$ cat src/rtl/fb_pkg.sv
// Framebuffer geometry and the rectangle-fill state type, shared by the write
// arbiter, its cursor walker and the interface that bundles the write port.
package fb_pkg;
    localparam int FB_WIDTH  = 160;
    localparam int FB_HEIGHT = 120;
    localparam int FB_PIXELS = FB_WIDTH * FB_HEIGHT;
    localparam int FB_AW     = 15;
    localparam int FB_DW     = 16;

    typedef enum logic [1:0] {
        IDLE,
        FILL,
        DONE
    } fill_state_t;
endpackage

$ cat src/rtl/fb_write_arbiter_if.sv
// MCU store port, fill command/status and framebuffer write port in one bundle.
// master = MCU/bus-decode side, slave = the arbiter that owns the framebuffer port.
interface fb_write_arbiter_if;
    import fb_pkg::*;

    logic [FB_AW-1:0] CPU_WA;
    logic [FB_DW-1:0] CPU_WD;
    logic             CPU_WE;
    logic             CPU_WAIT;
    logic             FILL_START;
    logic             FILL_ABORT;
    logic [7:0]       FILL_X0;
    logic [7:0]       FILL_X1;
    logic [6:0]       FILL_Y0;
    logic [6:0]       FILL_Y1;
    logic [FB_DW-1:0] FILL_COLOR;
    logic             FILL_BUSY;
    logic             FILL_DONE;
    logic             FILL_ERR;
    logic [FB_AW-1:0] FB_WA;
    logic [FB_DW-1:0] FB_WD;
    logic             FB_WE;

    modport master (
        output CPU_WA, CPU_WD, CPU_WE, FILL_START, FILL_ABORT,
               FILL_X0, FILL_X1, FILL_Y0, FILL_Y1, FILL_COLOR,
        input  CPU_WAIT, FILL_BUSY, FILL_DONE, FILL_ERR, FB_WA, FB_WD, FB_WE
    );

    modport slave (
        input  CPU_WA, CPU_WD, CPU_WE, FILL_START, FILL_ABORT,
               FILL_X0, FILL_X1, FILL_Y0, FILL_Y1, FILL_COLOR,
        output CPU_WAIT, FILL_BUSY, FILL_DONE, FILL_ERR, FB_WA, FB_WD, FB_WE
    );
endinterface

$ cat src/rtl/fb_rect_walker.sv
// Raster cursor over an inclusive rectangle: addr/last are combinational from the cursor,
// which advances one pixel per step; no backpressure of its own (step is the grant).
module fb_rect_walker
    import fb_pkg::*;
#(
    parameter int WIDTH = FB_WIDTH
) (
    input  logic             CLK_50MHz,
    input  logic             RESET,
    input  logic             load,
    input  logic             step,
    input  logic [7:0]       x0,
    input  logic [7:0]       x1,
    input  logic [6:0]       y0,
    input  logic [6:0]       y1,
    output logic [FB_AW-1:0] addr,
    output logic             last
);
    localparam logic [FB_AW-1:0] ROW_STEP = FB_AW'(WIDTH);

    logic [7:0]       x_q, x0_q, x1_q;
    logic [6:0]       y_q, y1_q;
    logic [FB_AW-1:0] rowbase_q;

    // The multiply only happens once per command; per-pixel rows advance by addition.
    always_ff @(posedge CLK_50MHz or posedge RESET) begin
        if (RESET) begin
            x_q       <= '0;
            x0_q      <= '0;
            x1_q      <= '0;
            y_q       <= '0;
            y1_q      <= '0;
            rowbase_q <= '0;
        end else if (load) begin
            x_q       <= x0;
            x0_q      <= x0;
            x1_q      <= x1;
            y_q       <= y0;
            y1_q      <= y1;
            rowbase_q <= FB_AW'(y0) * ROW_STEP;
        end else if (step) begin
            if (x_q == x1_q) begin
                x_q       <= x0_q;
                y_q       <= y_q + 7'd1;
                rowbase_q <= rowbase_q + ROW_STEP;
            end else begin
                x_q <= x_q + 8'd1;
            end
        end
    end

    assign addr = rowbase_q + FB_AW'(x_q);
    assign last = (x_q == x1_q) && (y_q == y1_q);
endmodule

$ cat src/rtl/fb_write_arbiter.sv
// Shares the framebuffer write port between MCU stores and the rectangle-fill engine; FB_* lag the grant by 1 cycle.
// CPU wins each cycle unless the fill has been denied MAX_STALL times in a row; CPU_WAIT is raised only then.
module fb_write_arbiter
    import fb_pkg::*;
#(
    parameter int WIDTH     = FB_WIDTH,
    parameter int HEIGHT    = FB_HEIGHT,
    parameter int MAX_STALL = 8
) (
    input  logic               CLK_50MHz,
    input  logic               RESET,
    fb_write_arbiter_if.slave  bus
);
    localparam logic [7:0] X_LIMIT     = 8'(WIDTH);
    localparam logic [6:0] Y_LIMIT     = 7'(HEIGHT);
    localparam logic [7:0] STALL_LIMIT = 8'(MAX_STALL);

    fill_state_t      state_q, state_d;
    logic [7:0]       stall_q, stall_d;
    logic [FB_DW-1:0] color_q;
    logic             err_q, err_d;
    logic             cmd_valid, load, fill_grant, cpu_grant;
    logic [FB_AW-1:0] fill_addr;
    logic             fill_last;

    assign cmd_valid = (bus.FILL_X0 <= bus.FILL_X1) && (bus.FILL_Y0 <= bus.FILL_Y1) &&
                       (bus.FILL_X1 < X_LIMIT) && (bus.FILL_Y1 < Y_LIMIT);

    always_comb begin
        state_d    = state_q;
        stall_d    = '0;
        load       = 1'b0;
        fill_grant = 1'b0;
        cpu_grant  = bus.CPU_WE;
        err_d      = 1'b0;
        unique case (state_q)
            IDLE: begin
                if (bus.FILL_START) begin
                    if (cmd_valid) begin
                        load    = 1'b1;
                        state_d = FILL;
                    end else begin
                        err_d = 1'b1;
                    end
                end
            end
            FILL: begin
                if (bus.CPU_WE && (stall_q < STALL_LIMIT)) begin
                    stall_d = stall_q + 8'd1;
                end else begin
                    fill_grant = 1'b1;
                    cpu_grant  = 1'b0;
                end
                // Finishing the last pixel outranks a simultaneous abort.
                if (fill_grant && fill_last) begin
                    state_d = DONE;
                end else if (bus.FILL_ABORT) begin
                    state_d = IDLE;
                end
            end
            DONE:    state_d = IDLE;
            default: state_d = IDLE;
        endcase
    end

    always_ff @(posedge CLK_50MHz or posedge RESET) begin
        if (RESET) begin
            state_q   <= IDLE;
            stall_q   <= '0;
            color_q   <= '0;
            err_q     <= 1'b0;
            bus.FB_WA <= '0;
            bus.FB_WD <= '0;
            bus.FB_WE <= 1'b0;
        end else begin
            state_q <= state_d;
            stall_q <= stall_d;
            err_q   <= err_d;
            if (load) begin
                color_q <= bus.FILL_COLOR;
            end
            if (fill_grant) begin
                bus.FB_WA <= fill_addr;
                bus.FB_WD <= color_q;
                bus.FB_WE <= 1'b1;
            end else if (cpu_grant) begin
                bus.FB_WA <= bus.CPU_WA;
                bus.FB_WD <= bus.CPU_WD;
                bus.FB_WE <= 1'b1;
            end else begin
                bus.FB_WE <= 1'b0;
            end
        end
    end

    fb_rect_walker #(.WIDTH(WIDTH)) u_walker (
        .CLK_50MHz (CLK_50MHz),
        .RESET     (RESET),
        .load      (load),
        .step      (fill_grant),
        .x0        (bus.FILL_X0),
        .x1        (bus.FILL_X1),
        .y0        (bus.FILL_Y0),
        .y1        (bus.FILL_Y1),
        .addr      (fill_addr),
        .last      (fill_last)
    );

    assign bus.CPU_WAIT  = fill_grant && bus.CPU_WE;
    assign bus.FILL_BUSY = (state_q == FILL);
    assign bus.FILL_DONE = (state_q == DONE);
    assign bus.FILL_ERR  = err_q;
endmodule

$ cat src/flat_wrapper.sv
// flat-port wrapper written by rule: the top's interface ports become plain ports
module fb_write_arbiter_flat import fb_pkg::*;
#(
    parameter int WIDTH     = FB_WIDTH,
    parameter int HEIGHT    = FB_HEIGHT,
    parameter int MAX_STALL = 8
)
  (CLK_50MHz, RESET, bus_CPU_WA, bus_CPU_WD, bus_CPU_WE, bus_FILL_START, bus_FILL_ABORT, bus_FILL_X0, bus_FILL_X1, bus_FILL_Y0, bus_FILL_Y1, bus_FILL_COLOR, bus_CPU_WAIT, bus_FILL_BUSY, bus_FILL_DONE, bus_FILL_ERR, bus_FB_WA, bus_FB_WD, bus_FB_WE);
  fb_write_arbiter_if bus_i ();
  input  logic CLK_50MHz;
  input  logic RESET;
  input wire logic [$bits(bus_i.CPU_WA)-1:0] bus_CPU_WA;
  input wire logic [$bits(bus_i.CPU_WD)-1:0] bus_CPU_WD;
  input wire logic [$bits(bus_i.CPU_WE)-1:0] bus_CPU_WE;
  input wire logic [$bits(bus_i.FILL_START)-1:0] bus_FILL_START;
  input wire logic [$bits(bus_i.FILL_ABORT)-1:0] bus_FILL_ABORT;
  input wire logic [$bits(bus_i.FILL_X0)-1:0] bus_FILL_X0;
  input wire logic [$bits(bus_i.FILL_X1)-1:0] bus_FILL_X1;
  input wire logic [$bits(bus_i.FILL_Y0)-1:0] bus_FILL_Y0;
  input wire logic [$bits(bus_i.FILL_Y1)-1:0] bus_FILL_Y1;
  input wire logic [$bits(bus_i.FILL_COLOR)-1:0] bus_FILL_COLOR;
  output wire logic [$bits(bus_i.CPU_WAIT)-1:0] bus_CPU_WAIT;
  output wire logic [$bits(bus_i.FILL_BUSY)-1:0] bus_FILL_BUSY;
  output wire logic [$bits(bus_i.FILL_DONE)-1:0] bus_FILL_DONE;
  output wire logic [$bits(bus_i.FILL_ERR)-1:0] bus_FILL_ERR;
  output wire logic [$bits(bus_i.FB_WA)-1:0] bus_FB_WA;
  output wire logic [$bits(bus_i.FB_WD)-1:0] bus_FB_WD;
  output wire logic [$bits(bus_i.FB_WE)-1:0] bus_FB_WE;
  assign bus_i.CPU_WA = bus_CPU_WA;
  assign bus_i.CPU_WD = bus_CPU_WD;
  assign bus_i.CPU_WE = bus_CPU_WE;
  assign bus_i.FILL_START = bus_FILL_START;
  assign bus_i.FILL_ABORT = bus_FILL_ABORT;
  assign bus_i.FILL_X0 = bus_FILL_X0;
  assign bus_i.FILL_X1 = bus_FILL_X1;
  assign bus_i.FILL_Y0 = bus_FILL_Y0;
  assign bus_i.FILL_Y1 = bus_FILL_Y1;
  assign bus_i.FILL_COLOR = bus_FILL_COLOR;
  assign bus_CPU_WAIT = bus_i.CPU_WAIT;
  assign bus_FILL_BUSY = bus_i.FILL_BUSY;
  assign bus_FILL_DONE = bus_i.FILL_DONE;
  assign bus_FILL_ERR = bus_i.FILL_ERR;
  assign bus_FB_WA = bus_i.FB_WA;
  assign bus_FB_WD = bus_i.FB_WD;
  assign bus_FB_WE = bus_i.FB_WE;
  fb_write_arbiter #(.WIDTH(WIDTH), .HEIGHT(HEIGHT), .MAX_STALL(MAX_STALL)) u_core (.CLK_50MHz(CLK_50MHz), .RESET(RESET), .bus(bus_i));
endmodule
$ cat config.mk
export PLATFORM = sky130hd
export DESIGN_NAME = fb_write_arbiter_flat
export DESIGN_NICKNAME = d
export VERILOG_FILES = /design/src/rtl/fb_pkg.sv /design/src/rtl/fb_write_arbiter_if.sv /design/src/rtl/fb_rect_walker.sv /design/src/rtl/fb_write_arbiter.sv /design/src/flat_wrapper.sv
export SDC_FILE = /design/constraint.sdc
export NUM_CORES = 1
export LEC_CHECK = 0
export ABC_CLOCK_PERIOD_IN_PS = 6400
export BUFFER_PORTS_ARGS = -buffer_cell sky130_fd_sc_hd__buf_4
export CAP_MARGIN = 20
export CORE_MARGIN = 5
export CORE_UTILIZATION = 50
export CTS_BUF_LIST = sky130_fd_sc_hd__clkbuf_2
export DETAILED_ROUTE_END_ITERATION = 6
export GPL_TIMING_DRIVEN = 1
export PLACE_DENSITY = 0.74
export SETUP_SLACK_MARGIN = 0.5
export SLEW_MARGIN = 10
export SYNTH_ARGS = -nofsm -noshare
export SYNTH_HDL_FRONTEND = slang
export SYNTH_SLANG_ARGS = --single-unit
$ cat constraint.sdc
create_clock -name CLK_50MHz -period 6.4 [get_ports CLK_50MHz]
set_input_delay 0.32 -clock CLK_50MHz [delete_from_list [all_inputs] [get_ports CLK_50MHz]]
set_output_delay 0.32 -clock CLK_50MHz [all_outputs]
set_load 0.005 [all_outputs]
==> implementation parameters <==
Parameter                              Value

Setup path
  Largest delay share family, worst path    simple AND/OR/NAND/NOR gates
  Peak per-stage delay on the critical path    780 ps
  Critical Path Fanout Max    37
  Critical path type    in -> reg
  Required time of the critical path    6890 ps
  Critical path's most frequent cell    sky130_fd_sc_hd__buf_4
  Sort of element at the start of the critical path    primary input
  Critical-path top delay cell    sky130_fd_sc_hd__nor2b_4
  Cells along the critical path    dlygate4sd3_1, buf_4, inv_1, ha_1, a211oi_1, o21bai_1, o22a_1, nor4_1, nor2b_4, buf_4, mux2_2
  Buffers & Inverters on Critical Path    4
  R2R cell count    6
  Crit path arrival time    4130 ps
  Critical path capture point type    flip-flop
  Setup slack of the most critical reg-to-reg path    3750 ps
  Reg2reg start    u_core.stall_q[3]
  Reg2reg end    u_core.u_walker.y_q[1]

Synthesis
  Number of synthesized register bits    107
  Synthesized netlist cell count    516
  Syn_area_per_cell    10.9 sq um
  Area contributors post-synth    sky130_fd_sc_hd__dfrtp_1, sky130_fd_sc_hd__mux2_2, sky130_fd_sc_hd__ha_1, sky130_fd_sc_hd__xor2_1, sky130_fd_sc_hd__a22oi_1
  Total of warnings raised by yosys    0
  Fraction of post-synthesis cell area in the top cell type by area    0.474
  Unique masters post-synth    47
  Synth Cell Area    5650 sq um
  Largest area contributor in the synthesized netlist    sky130_fd_sc_hd__dfrtp_1
  Sequential share of the synthesized area    0.474
  Leading register cell type out of synthesis    sky130_fd_sc_hd__dfrtp_1
  Number of enable flip-flop cells after synthesis    0
  Async set or reset register ratio after synthesis    1.00

Route
  Count of vias placed by the detailed router    4,730
  Average wire per cell in the routed design    17.9 um
  Number of design-rule violations left by the first detailed-router iteration    316
  Detail-routed via count per cell    5.55
  Overall routed net length    15,300 um
  Count of antenna-violating nets left after detailed routing    0
  Post-route DRC    0
  Number of search-and-repair iterations in the first detailed-routing pass    5

Global route
  Number of antenna violations at the first check in global routing    0
  Vias in the first global route    4,988
  GRT Util Overall    0.234
  First-pass GRT wire length    24,700 um
  Maximum number of pins on one net before global-route repair    69
  Overflow after GRT    0

Power and ir drop
  Fraction of power spent switching nets    0.366
  Worst vdd rail ir drop    0.183 mV
  Share of total power in combinational logic    0.366
  Pwr dens    312 nW/um^2
  Clock network fraction of total power    0.147
  Net Switching    0.000865 W
  Reported leakage power    3.54 nW
  Portion of total power attributed to sequential cells    0.487
  Pint    0.00150 W

STA
  Final cycle utilization of the critical path    0.569
  Final Hold Violating Endpoints    0
  Setup tns final    0 ps
  Worst setup skew after layout    41.1 ps
  RSZ-0062 raised after global routing    false
  Least-Margin Pin Slew    859 ps
  Final Max Tran Viols    0
  Peak clock frequency supported by timing    275 MHz
  Minimum period implied by the final worst setup slack    3640 ps
  Final setup violation count    0
  Slew Limit Headroom    0.427

Final layout
  Area growth, synth to finish    34.0%
  Fraction of layout instances using a drive strength above 1    0.276
  Number of fillers in the final layout    801
  Number of inserted diodes    0
  Fin nets    823
  Area taken by multi-input logic gates    2780 sq um
  Sequential cell area in the final layout    2680 sq um
  Most frequent cells in the layout    sky130_fd_sc_hd__buf_4, sky130_fd_sc_hd__dfrtp_1, sky130_fd_sc_hd__dlygate4sd3_1, sky130_fd_sc_hd__nand2_1, sky130_fd_sc_hd__mux2_2
  Post-route non-filler standard cell count    853
  Commonest non-fill, non-tap cell in the layout    sky130_fd_sc_hd__buf_4

Placement
  Number of buffers added on ports    117
  Placed Cells incl. Taps    758
  Routability Congestion    0.822
  Sum of net half-perimeters after detailed placement    10,400 um

CTS
  Clock-pin slew on the worst setup and hold paths    300 ps
  Clock sinks    107
  CTS max path bufs    2
  Insertion delay of the later-clocked pin in the worst-skew pair    600 ps
  TritonCTS clock tree    yes
  Root cell of the clock tree    sky130_fd_sc_hd__clkbuf_2
  Number of buffers created by CTS    9
  Cells resized by post-CTS repair    0
  CTS H-tree depth    3

Run status
  Status    complete, no violations

Worst hold path
  Start point of the worst min-delay path    bus_FILL_START
  Worst hold-check path type    in -> reg
  Worst hold path endpoint    u_core.bus.FILL_ERR
  Worst hold path stage count    3

Floorplan
  Total Die Area    13,500 sq um
  Die Span X    116 um
  Number of cell rows    38
  Die span in y    116 um
  I/O Pins    118
  Placeable core region    10,900 sq um
  Initial core utilization    0.517

Job
  Maximum Capacitance Violations    0
[worst max path at each step]
stage | from | to | slack, ps | cells past startpoint
floorplan | RESET | u_core.bus.FB_WA[0] | 3260 | 1
global placement | bus_FILL_Y1[4] | u_core.color_q[14] | 3080 | 10
detailed placement | bus_FILL_Y1[4] | u_core.u_walker.x0_q[1] | 2920 | 10
CTS | bus_FILL_Y0[4] | u_core.color_q[15] | 3010 | 10
global route | bus_FILL_Y1[4] | u_core.color_q[15] | 2710 | 11
finish | bus_FILL_Y1[4] | u_core.color_q[15] | 2760 | 11
[final cells by class]
type | instances | area share
Multi-Input combinational cell | 365 | 0.367
Sequential cell | 107 | 0.354
Timing Repair Buffer | 202 | 0.226
Tap cell | 140 | 0.0231
Clock inverter | 7 | 0.0122
Inverter | 23 | 0.0117
Clock buffer | 9 | 0.00595
[cell usage after synthesis, drive strengths merged (2+ instances only)]
library cell    n
o21bai          2
and3            4
nand2b          2
xnor2          24
mux2i           7
a221o          10
nand3b          2
nor4            8
nand4           5
nor3            9
a21o            3
inv            23
buf            13
nand3          13
nor2b           6
dfrtp         107
ha             32
a22oi          28
clkbuf         11
mux2           50
a211oi          9
nor2           25
xor2           25
nand2          54
o21ai          13
a21oi          15
[per-layer routing]
metal	track usage	share of wire
met5	0	0
met4	0.0944	0.034
met3	0.0446	0.049
met2	0.418	0.52
met1	0.275	0.39
[metrics by stage]
| step | total power (W) | setup slack, ps | util | instance area (sq um) | hold WS [ps] |
|---|---|---|---|---|---|
| 2_1_floorplan | 0.00166 | 3260 | - | 5660 | 420 |
| 3_3_place_gp | 0.00194 | 3080 | 0.608 | 6640 | 394 |
| 3_5_place_dp | 0.00198 | 2920 | 0.608 | 6640 | 404 |
| 6_report | 0.00236 | 2760 | 0.692 | 7570 | 106 |
| 4_1_cts | 0.00236 | 3010 | 0.692 | 7560 | 6.61 |
| 5_1_grt | 0.00251 | 2710 | 0.692 | 7570 | 42.5 |
[state kept, by name, indices dropped and copies added, names as in the netlist]
name / cells
u_core.u_walker.x0_q: 8
u_core.bus.FB_WE: 1
u_core.bus.FB_WA: 15
u_core.color_q: 16
u_core.bus.FB_WD: 16
u_core.u_walker.x1_q: 8
u_core.u_walker.rowbase_q: 10
u_core.bus.FILL_ERR: 1
u_core.stall_q: 8
u_core.u_walker.y_q: 7
u_core.state_q: 2
u_core.u_walker.x_q: 8
u_core.u_walker.y1_q: 7
[timing repair]
item,CTS,global route
hold buffers,78,1
setup buffers,0,0
setup endpoints to repair,0,0
endpoints found under the hold margin,126,1
[tightest hold or removal path, cell delays in order]
cell and delay (ps):
sky130_fd_sc_hd__buf_4 110, sky130_fd_sc_hd__nand2_1 180, sky130_fd_sc_hd__nor2_1 80
[logic make-up after synthesis]
kind of cell / synth area share
and+or+nand+nor: 0.112
DFF: 0.474
AOI/OAI and AO/OA: 0.112
muxes: 0.112
xor gates and xnor gates: 0.0760
buffers and inverters: 0.0390
adders and majority gates: 0.0744
other: 0.000664
[power groups by stage]
stage / combinational, W / clock (W) / sequential (W)
after detailed placement: 0.000823 / 0 / 0.00116
after CTS: 0.000864 / 0.000355 / 0.00114
after global placement: 0.000796 / 0 / 0.00115
after floorplan: 0.000587 / 0 / 0.00108
after global routing: 0.000957 / 0.000379 / 0.00118
final: 0.000866 / 0.000346 / 0.00115
No activity file was read; power rests on OpenSTA's default activity.
